--- src/rtl/game_flow_controller.sv ---
// Game flow sequencer for the Frogger datapath.
// Tracks lives and levels and gates frog/car activity through the
// COUNTDOWN, RUNNING, DYING, LEVEL_CLEAR and GAME_OVER phases.
//
// Optional feature macro: FROGGER_EXTRA_LIFE_EN
//   When defined, reaching a nonzero level that is a multiple of 3 awards one
//   extra life (saturating at 7). When undefined, no extra logic is built.
//
// Ports:
//   i_Clk          system clock
//   i_Rst_L        synchronous active-low reset
//   i_Frame_Tick   one-cycle pulse per video frame
//   i_All_Switch   all four debounced switches pressed
//   i_Has_Collided frog/car collision (level-sensitive)
//   i_Level_Up     one-cycle pulse when the frog reaches the top row
//   o_Game_Active  high only in RUNNING
//   o_Respawn      one-cycle pulse on entry to COUNTDOWN
//   o_Freeze       high in DYING and LEVEL_CLEAR
//   o_Game_Over    high in GAME_OVER
//   o_Lives        remaining lives
//   o_Level        current level, 0-based
//   o_State        state encoding, for debug
module game_flow_controller #(
    parameter int unsigned C_LIVES_INI        = 3,
    parameter int unsigned C_COUNTDOWN_FRAMES = 120,
    parameter int unsigned C_FREEZE_FRAMES    = 60,
    parameter int unsigned C_LEVEL_MAX        = 9
) (
    input  logic       i_Clk,
    input  logic       i_Rst_L,
    input  logic       i_Frame_Tick,
    input  logic       i_All_Switch,
    input  logic       i_Has_Collided,
    input  logic       i_Level_Up,
    output logic       o_Game_Active,
    output logic       o_Respawn,
    output logic       o_Freeze,
    output logic       o_Game_Over,
    output logic [2:0] o_Lives,
    output logic [3:0] o_Level,
    output logic [2:0] o_State
);

    localparam int unsigned CNT_MAX = (C_COUNTDOWN_FRAMES > C_FREEZE_FRAMES) ?
                                      C_COUNTDOWN_FRAMES : C_FREEZE_FRAMES;
    localparam int unsigned CNT_W   = $clog2(CNT_MAX + 1);

    localparam logic [CNT_W-1:0] CD_LOAD     = CNT_W'(C_COUNTDOWN_FRAMES);
    localparam logic [CNT_W-1:0] FREEZE_LOAD = CNT_W'(C_FREEZE_FRAMES);
    localparam logic [CNT_W-1:0] CNT_ONE     = CNT_W'(1);
    localparam logic [2:0]       LIVES_INI   = 3'(C_LIVES_INI);
    localparam logic [3:0]       LEVEL_MAX   = 4'(C_LEVEL_MAX);

    typedef enum logic [2:0] {
        ST_IDLE        = 3'd0,
        ST_COUNTDOWN   = 3'd1,
        ST_RUNNING     = 3'd2,
        ST_DYING       = 3'd3,
        ST_LEVEL_CLEAR = 3'd4,
        ST_GAME_OVER   = 3'd5
    } state_t;

    state_t           state;
    logic [CNT_W-1:0] frame_cnt;
    logic             all_switch_d;

    logic             start_c;
    logic             expire_c;
    logic [3:0]       level_next_c;

    // Rising edge of the switch combo; the delay flop resets high so a
    // press held through reset is not taken as a start.
    assign start_c      = i_All_Switch & ~all_switch_d;
    // A timed phase ends on the tick that finds the counter at 1.
    assign expire_c     = i_Frame_Tick & (frame_cnt == CNT_ONE);
    assign level_next_c = (o_Level < LEVEL_MAX) ? (o_Level + 4'd1) : o_Level;
    assign o_State      = state;

`ifdef FROGGER_EXTRA_LIFE_EN
    logic extra_life_c;
    assign extra_life_c = (level_next_c != 4'd0) &&
                          ((level_next_c % 4'd3) == 4'd0) &&
                          (o_Lives != 3'd7);
`endif

    // Sequencer: state, frame counter and all registered outputs.
    always_ff @(posedge i_Clk) begin
        if (!i_Rst_L) begin
            state         <= ST_IDLE;
            frame_cnt     <= '0;
            all_switch_d  <= 1'b1;
            o_Game_Active <= 1'b0;
            o_Respawn     <= 1'b0;
            o_Freeze      <= 1'b0;
            o_Game_Over   <= 1'b0;
            o_Lives       <= LIVES_INI;
            o_Level       <= 4'd0;
        end else begin
            all_switch_d <= i_All_Switch;
            o_Respawn    <= 1'b0;

            case (state)
                ST_IDLE: begin
                    o_Lives <= LIVES_INI;
                    o_Level <= 4'd0;
                    if (start_c) begin
                        state     <= ST_COUNTDOWN;
                        frame_cnt <= CD_LOAD;
                        o_Respawn <= 1'b1;
                    end
                end

                ST_COUNTDOWN: begin
                    if (expire_c) begin
                        state         <= ST_RUNNING;
                        frame_cnt     <= '0;
                        o_Game_Active <= 1'b1;
                    end else if (i_Frame_Tick) begin
                        frame_cnt <= frame_cnt - CNT_ONE;
                    end
                end

                ST_RUNNING: begin
                    // Collision has priority; a simultaneous level-up is dropped.
                    if (i_Has_Collided) begin
                        o_Game_Active <= 1'b0;
                        if (o_Lives <= 3'd1) begin
                            state       <= ST_GAME_OVER;
                            o_Lives     <= 3'd0;
                            o_Game_Over <= 1'b1;
                        end else begin
                            state     <= ST_DYING;
                            o_Lives   <= o_Lives - 3'd1;
                            frame_cnt <= FREEZE_LOAD;
                            o_Freeze  <= 1'b1;
                        end
                    end else if (i_Level_Up) begin
                        state         <= ST_LEVEL_CLEAR;
                        frame_cnt     <= FREEZE_LOAD;
                        o_Game_Active <= 1'b0;
                        o_Freeze      <= 1'b1;
                        o_Level       <= level_next_c;
`ifdef FROGGER_EXTRA_LIFE_EN
                        if (extra_life_c) begin
                            o_Lives <= o_Lives + 3'd1;
                        end
`endif
                    end
                end

                ST_DYING, ST_LEVEL_CLEAR: begin
                    if (expire_c) begin
                        state     <= ST_COUNTDOWN;
                        frame_cnt <= CD_LOAD;
                        o_Freeze  <= 1'b0;
                        o_Respawn <= 1'b1;
                    end else if (i_Frame_Tick) begin
                        frame_cnt <= frame_cnt - CNT_ONE;
                    end
                end

                ST_GAME_OVER: begin
                    // Back to IDLE only; a second press is needed to play.
                    if (start_c) begin
                        state       <= ST_IDLE;
                        o_Game_Over <= 1'b0;
                        o_Lives     <= LIVES_INI;
                        o_Level     <= 4'd0;
                    end
                end

                default: begin
                    state         <= ST_IDLE;
                    frame_cnt     <= '0;
                    o_Game_Active <= 1'b0;
                    o_Freeze      <= 1'b0;
                    o_Game_Over   <= 1'b0;
                    o_Lives       <= LIVES_INI;
                    o_Level       <= 4'd0;
                end
            endcase
        end
    end

endmodule

--- config.mk ---
export PLATFORM = sky130hd
export DESIGN_NAME = game_flow_controller
export DESIGN_NICKNAME = d
export VERILOG_FILES = /design/src/rtl/game_flow_controller.sv
export SDC_FILE = /design/constraint.sdc
export NUM_CORES = 1
export LEC_CHECK = 0
export ABC_AREA = 1
export BUFFER_PORTS_ARGS = -buffer_cell sky130_fd_sc_hd__buf_2
export CAP_MARGIN = 20
export CORE_MARGIN = 5
export CORE_UTILIZATION = 60
export CTS_CLUSTER_SIZE = 24
export DETAILED_ROUTE_END_ITERATION = 12
export PLACE_DENSITY = 0.83
export RECOVER_POWER = 50
export SLEW_MARGIN = 20
export SYNTH_ARGS = -nofsm -noshare
export SYNTH_HDL_FRONTEND = slang
export SYNTH_SLANG_ARGS = --single-unit
--- constraint.sdc ---
create_clock -name i_Clk -period 3.8 [get_ports i_Clk]
set_clock_uncertainty 0.1 [all_clocks]
set_input_delay 0.19 -clock i_Clk [delete_from_list [all_inputs] [get_ports i_Clk]]
set_output_delay 0.19 -clock i_Clk [all_outputs]
set_load 0.02 [all_outputs]
## Word level (Yosys, flattened, before mapping)

Index checks and enable logic that the tools add are counted.

| storage, ports and cells | value |
|---|---|
| flip-flop bits (word level) | 22 |
| output and inout bits | 14 |
| word-level logic and storage cells | 93 |

| operators by class | value |
|---|---|
| $add $sub $neg | 3 |
| order comparisons | 2 |
| equal/unequal tests | 17 |
| mux-type cells | 41 |
| bitwise gates (word level) | 8 |
| reduce and logical (&&, ||, !) cells | 13 |

Operator list:

| kind | count |
|---|---|
| 7-bit 2-to-1 mux | 7 |
| 7-bit case mux with 5 select lines | 1 |
| 3-bit 2-to-1 mux | 10 |
| 2-bit != test, second input constant | 9 |
| 4-bit 2-to-1 mux | 4 |
| 3-bit case mux with 5 select lines | 1 |
| 1-bit 2-to-1 mux | 12 |
| 4-bit case mux with 3 select lines | 1 |
| 4-bit AND reduction | 3 |
| 5-bit AND reduction | 2 |
| 1-bit case mux with 3 select lines | 3 |
| 3-bit case mux with 3 select lines | 1 |
| 4-bit OR reduction | 2 |
| 7-bit by 1-bit equality test with 1-bit output, second input constant | 1 |
| 7-bit by 1-bit subtractor with 7-bit output, second input constant | 1 |
| 3-bit by 2-bit equality test with 1-bit output, second input constant | 2 |
| 3-bit equality test, second input constant | 2 |
| 3-bit != test, second input constant | 2 |
| 1-bit NOT | 6 |
| 3-bit AND reduction | 2 |
| 3-bit OR reduction | 2 |
| 4-bit by 1-bit adder with 4-bit output, second input constant | 1 |
| 4-bit less-than comparator, second input constant | 1 |
| 3-bit by 1-bit equality test with 1-bit output, second input constant | 1 |
| other kinds (6) | 7 |

## Logic depth before layout (Yosys ltp)

| depth | value |
|---|---|
| depth after elaboration | 5 |
| depth in mapped cells | 11 |
| depth with buffers taken out | 11 |

## Worst setup path before layout

No wires, ideal clock.

| path | value |
|---|---|
| kind | reg-to-reg |
| from | register state[0], in the netlist o_State[0] |
| to | register state[2], in the netlist o_State[2] |
| setup time | 0.115 ns |
| data arrival time | 1.391 ns |
| path slack | 2.194 ns |
| cell stages (with the launch flop) | 10 |
| path buffers | 0 |
| period minus slack after synthesis | 1.606 ns |
| cell sequence | dfxtp_1 > inv_1 > nor2_1 > nand2_1 > nor2_4 > inv_1 > nand4_1 > nand2_1 > nand2_1 > nor2_1 |

| between the ends | value |
|---|---|
| cells in the longest elaborated chain, start to end | 4 |
| elaborated cells on any way between the ends | 14 |
| classes of those cells | eq/ne (10); mux (1); reduce/logical (3) |

Ends and longest elaborated chain:

| item | line | RTL |
|---|---|---|
| start, declared | 63 | `state_t state;` |
| start signal, assigned | 89 | `state <= ST_IDLE;` |
| start signal, assigned | 107 | `state <= ST_COUNTDOWN;` |
| start signal, assigned | 115 | `state <= ST_RUNNING;` |
| 3-bit by 2-bit equality test with 1-bit output or 3-bit equality test (tied branches) | 102 | `case (state)` |
| 2-bit OR reduction | 102 |  |
| 2-bit != test (no line) | - |  |
| 5-bit AND reduction (no line) | - |  |

Parallel ways exist; a longest one is shown, timed or not.
A chain may end at the register's enable or synchronous reset.

## Worst setup path after layout

| path | value |
|---|---|
| from | register state[0], in the netlist o_State[0] |
| to | register frame_cnt[5] |

| between the ends | value |
|---|---|
| cells in the longest elaborated chain, start to end | 3 |
| elaborated cells on any way between the ends | 13 |
| classes of those cells | eq/ne (8); mux (1); bitwise (1); reduce/logical (3) |

Ends and longest elaborated chain:

| item | line | RTL |
|---|---|---|
| 3-bit by 2-bit equality test with 1-bit output, or another cell as far along | 102 |  |
| 2-bit OR reduction, or another cell as far along | 102 |  |
| 7-bit case mux with 5 select lines or 4-bit AND reduction (tied branches) | - |  |
| end signal, assigned | 119 | `frame_cnt <= frame_cnt - CNT_ONE;` |
| end signal, assigned | 158 | `frame_cnt <= frame_cnt - CNT_ONE;` |
| end, declared | 64 | `logic [CNT_W-1:0] frame_cnt;` |

Parallel ways exist; a longest one is shown, timed or not.

==> metrics <==
predominant post-synthesis flop cell dfxtp_1; count of nets left with antenna violations after detail routing 0; Pwr Density 725 nW/um^2; most common cell type on the critical path nand2_1; number of fill cells in the layout 217; accumulated negative setup slack 0 ns; root buffer selected by CTS clkbuf_4; largest area contributor in the synthesized netlist dfxtp_1; number of warnings printed during yosys synthesis 0; Hold Vio Cnt, Final 0; most instantiated library cell after synthesis nand2_1; total area of sequential cells 440 sq um; die area 3470 sq um; leading post-synthesis cells by instance count nand2_1, inv_1, dfxtp_1, nor2_1, a21oi_1; EDFF count, synth 0; post-route non-filler standard cell count 270; category of the critical setup timing path reg2reg; clock latency reported for the late side of the worst-skew pair 0.30 ns; sum of overflow across all layers after global routing 0; Seq/Total Area, Yosys 30.7%; DRC violations left 0; worst path cell trace inv_1 > nor2_1 > inv_2 > nor2_1 > nand2_1 > nand2_1 > nand2_1 > nand2_1 > nand2_1 > a21oi_1; critical path depth in cells 10; crit path DAT 2.01 ns; num ports 20; Least-Margin Pin Slew 0.429 ns; std cell rows 17; number of diodes 0; Worst Hold Path Cells 2; average vias per placed instance 5.23; routability cong. 0.936; Syn Nets 232; DRC marker count from the first detailed-route iteration 85; final WL 3190 um; final setup vio count 0; required time of the critical path 3.94 ns; buffering stage count on the worst path with inverters included 2; kind of start point of the critical path register; CTS Buf Count 3; highest ir drop seen on vdd 0.490 mV; number of global-route vias before repair 1274; number of sinks on the clock net 22; worst min-delay path category in2reg; floorplan core area 2250 sq um; crit path capture type register; critical-path cell with the highest stage delay dfxtp_1; largest net degree at the start of global routing 14; horizontal die dimension 58.9 um; Post-Syn Area 1440 sq um; layout overhead on the synthesized area 9.49%; core occupancy in the finished layout 69.8%; CP delay by family, top simple AND/OR/NAND/NOR gates; leakage dissipation 0.737 nW; number of cells in the design after placement 265; depth of the most critical reg-to-reg path 10; initial antenna violation count 0; DRT Pass-1 Iters 4; part of the cycle the worst path needs 49.3%; Slew HR 71.3%; multi-input gate area in the final layout 847 sq um; largest stage delay on the critical path 0.39 ns; synthesized area divided by synthesized cell count 6.53 sq um; cell count after synthesis 220; overall routing resource usage 19.8%; Synth cell types 30; post-CTS clock slew at the launch and capture registers of the worst setup and hold paths 0.12 ns; Buffers on Ports 19; height of the chip 58.9 um; proportion of register bits with asynchronous set or reset after synthesis 0%; highest net fanout along the worst path 5; share of cells above drive strength 1 9.92%; fraction of synthesized cell area taken by the top area cell type 30.7%; total half-perimeter wirelength after legalization and detailed placement 2550 um; Wirelength per Cell 11.8 um; Final Net Count 255; number of buffers between clock root and the deepest sink 2; count of buffers added by post-CTS timing repair for setup 0; Max H-tree Level 1; flop and latch count out of synthesis 22; via count 1413; global-route wire length before repair 5550 um; initial core utilization 63.7%; unrepaired setup endpoints after global routing false; TritonCTS clock tree done; number of violations of the max-capacitance limit 0; max-slew violation count 0; run status completed; maximum clock frequency 0.534 GHz; synth top area cells dfxtp_1, nand2_1, inv_1; crit path time final 1.87 ns
-- cells in the final DEF (no fill, tap or decap), types with 2 or more instances in the layout --
cell type   n
clkbuf_1   14
a21oi_1    20
o211ai_1    3
ha_1        6
buf_2       5
nand3b_1    2
nor2_2      2
nor2_4      2
clkbuf_4    3
nand2_2     3
nand2_1    56
nor3_1      3
nor2_1     24
dfxtp_1    22
nand4_1     5
o21ai_0     9
inv_1      30
nand3_1    16
inv_2       2
-- flip-flops by register name, summed over array words and instances, names as in the netlist --
register and flops:
o_Respawn 1, o_Freeze 1, o_Lives 3, o_Game_Active 1
o_Level 4, o_Game_Over 1, frame_cnt 7, all_switch_d 1
o_State 3
-- final cells by class --
cell class                 count  share of cell area [%]
multi-input combinational    163                    53.9
sequential                    22                    28.0
inverter                      33                    8.03
timing repair buffer          20                    5.57
clock buffer                   4                    2.31
tap                           28                    2.23
-- metal layers --
metal  up-vias  GRT usage, %  part of all wire [%]  wire, um
met3         2          2.41                   3.2       101
met4         0          4.21                  0.38        12
li1        758             -                     -         -
met2        25          33.8                    50      1600
met1       628          26.5                    46      1470
met5         -             0                     0         0
-- cell families (layout without fill, tap and decap cells) --
| family | after synthesis | in the layout | synth area share (%) |
|---|---|---|---|
| XOR/XNOR | 2 | 2 | 1.22 |
| buffers and inverters | 35 | 57 | 9.32 |
| adder cells (fa/ha/maj) | 6 | 6 | 5.23 |
| flip-flops | 22 | 22 | 30.7 |
| AO/OA/AOI/OAI | 37 | 37 | 14.2 |
| AND/OR/NAND/NOR | 118 | 118 | 39.4 |
-- worst reg2reg max path, delay by kind of cell, from the launching register on --
kind            cells  cell delay, ns
flops               1            0.39
simple gates        7            0.98
compound gates      1            0.11
buf+inv             2            0.23
-- power by group --
group | total, W | internal (W) | switching [W]
clock network | 0.000127 | 0.0000583 | 0.0000687
registers | 0.000352 | 0.000288 | 0.0000635
logic | 0.000661 | 0.000228 | 0.000432
total | 0.00114 | 0.000575 | 0.000565
-- metrics by stage --
stage                     hold slack (ns)  total power, W  worst slack, ns  instance area, sq um
final                              0.0536         0.00114             1.93                  1570
after global routing               0.0416         0.00126             1.73                  1570
after CTS                          0.0463         0.00116             2.08                  1610
after detailed placement            0.313         0.00103             2.13                  1560
after global placement              0.309         0.00101             2.15                  1560
after floorplan                     0.198        0.000877             2.19                  1440
-- path summary, 6_finish.rpt --
kind,start,to,slack (ns)
max,o_State[0]$_SDFFE_PN0P_,frame_cnt[5]$_SDFFE_PN0P_,1.93
min,i_Rst_L,all_switch_d$_SDFF_PN1_,0.05
max reg2reg,o_State[0]$_SDFFE_PN0P_,frame_cnt[5]$_SDFFE_PN0P_,1.93
min reg2reg,o_Freeze$_SDFFE_PN0P_,o_Freeze$_SDFFE_PN0P_,0.35
-- repair_timing --
| action | CTS | global route |
|---|---|---|
| resized for setup | 0 | 0 |
| endpoints found under the hold margin | 1 | 0 |
| hold buffers | 1 | 0 |
No activity file was read; power rests on OpenSTA's default activity.
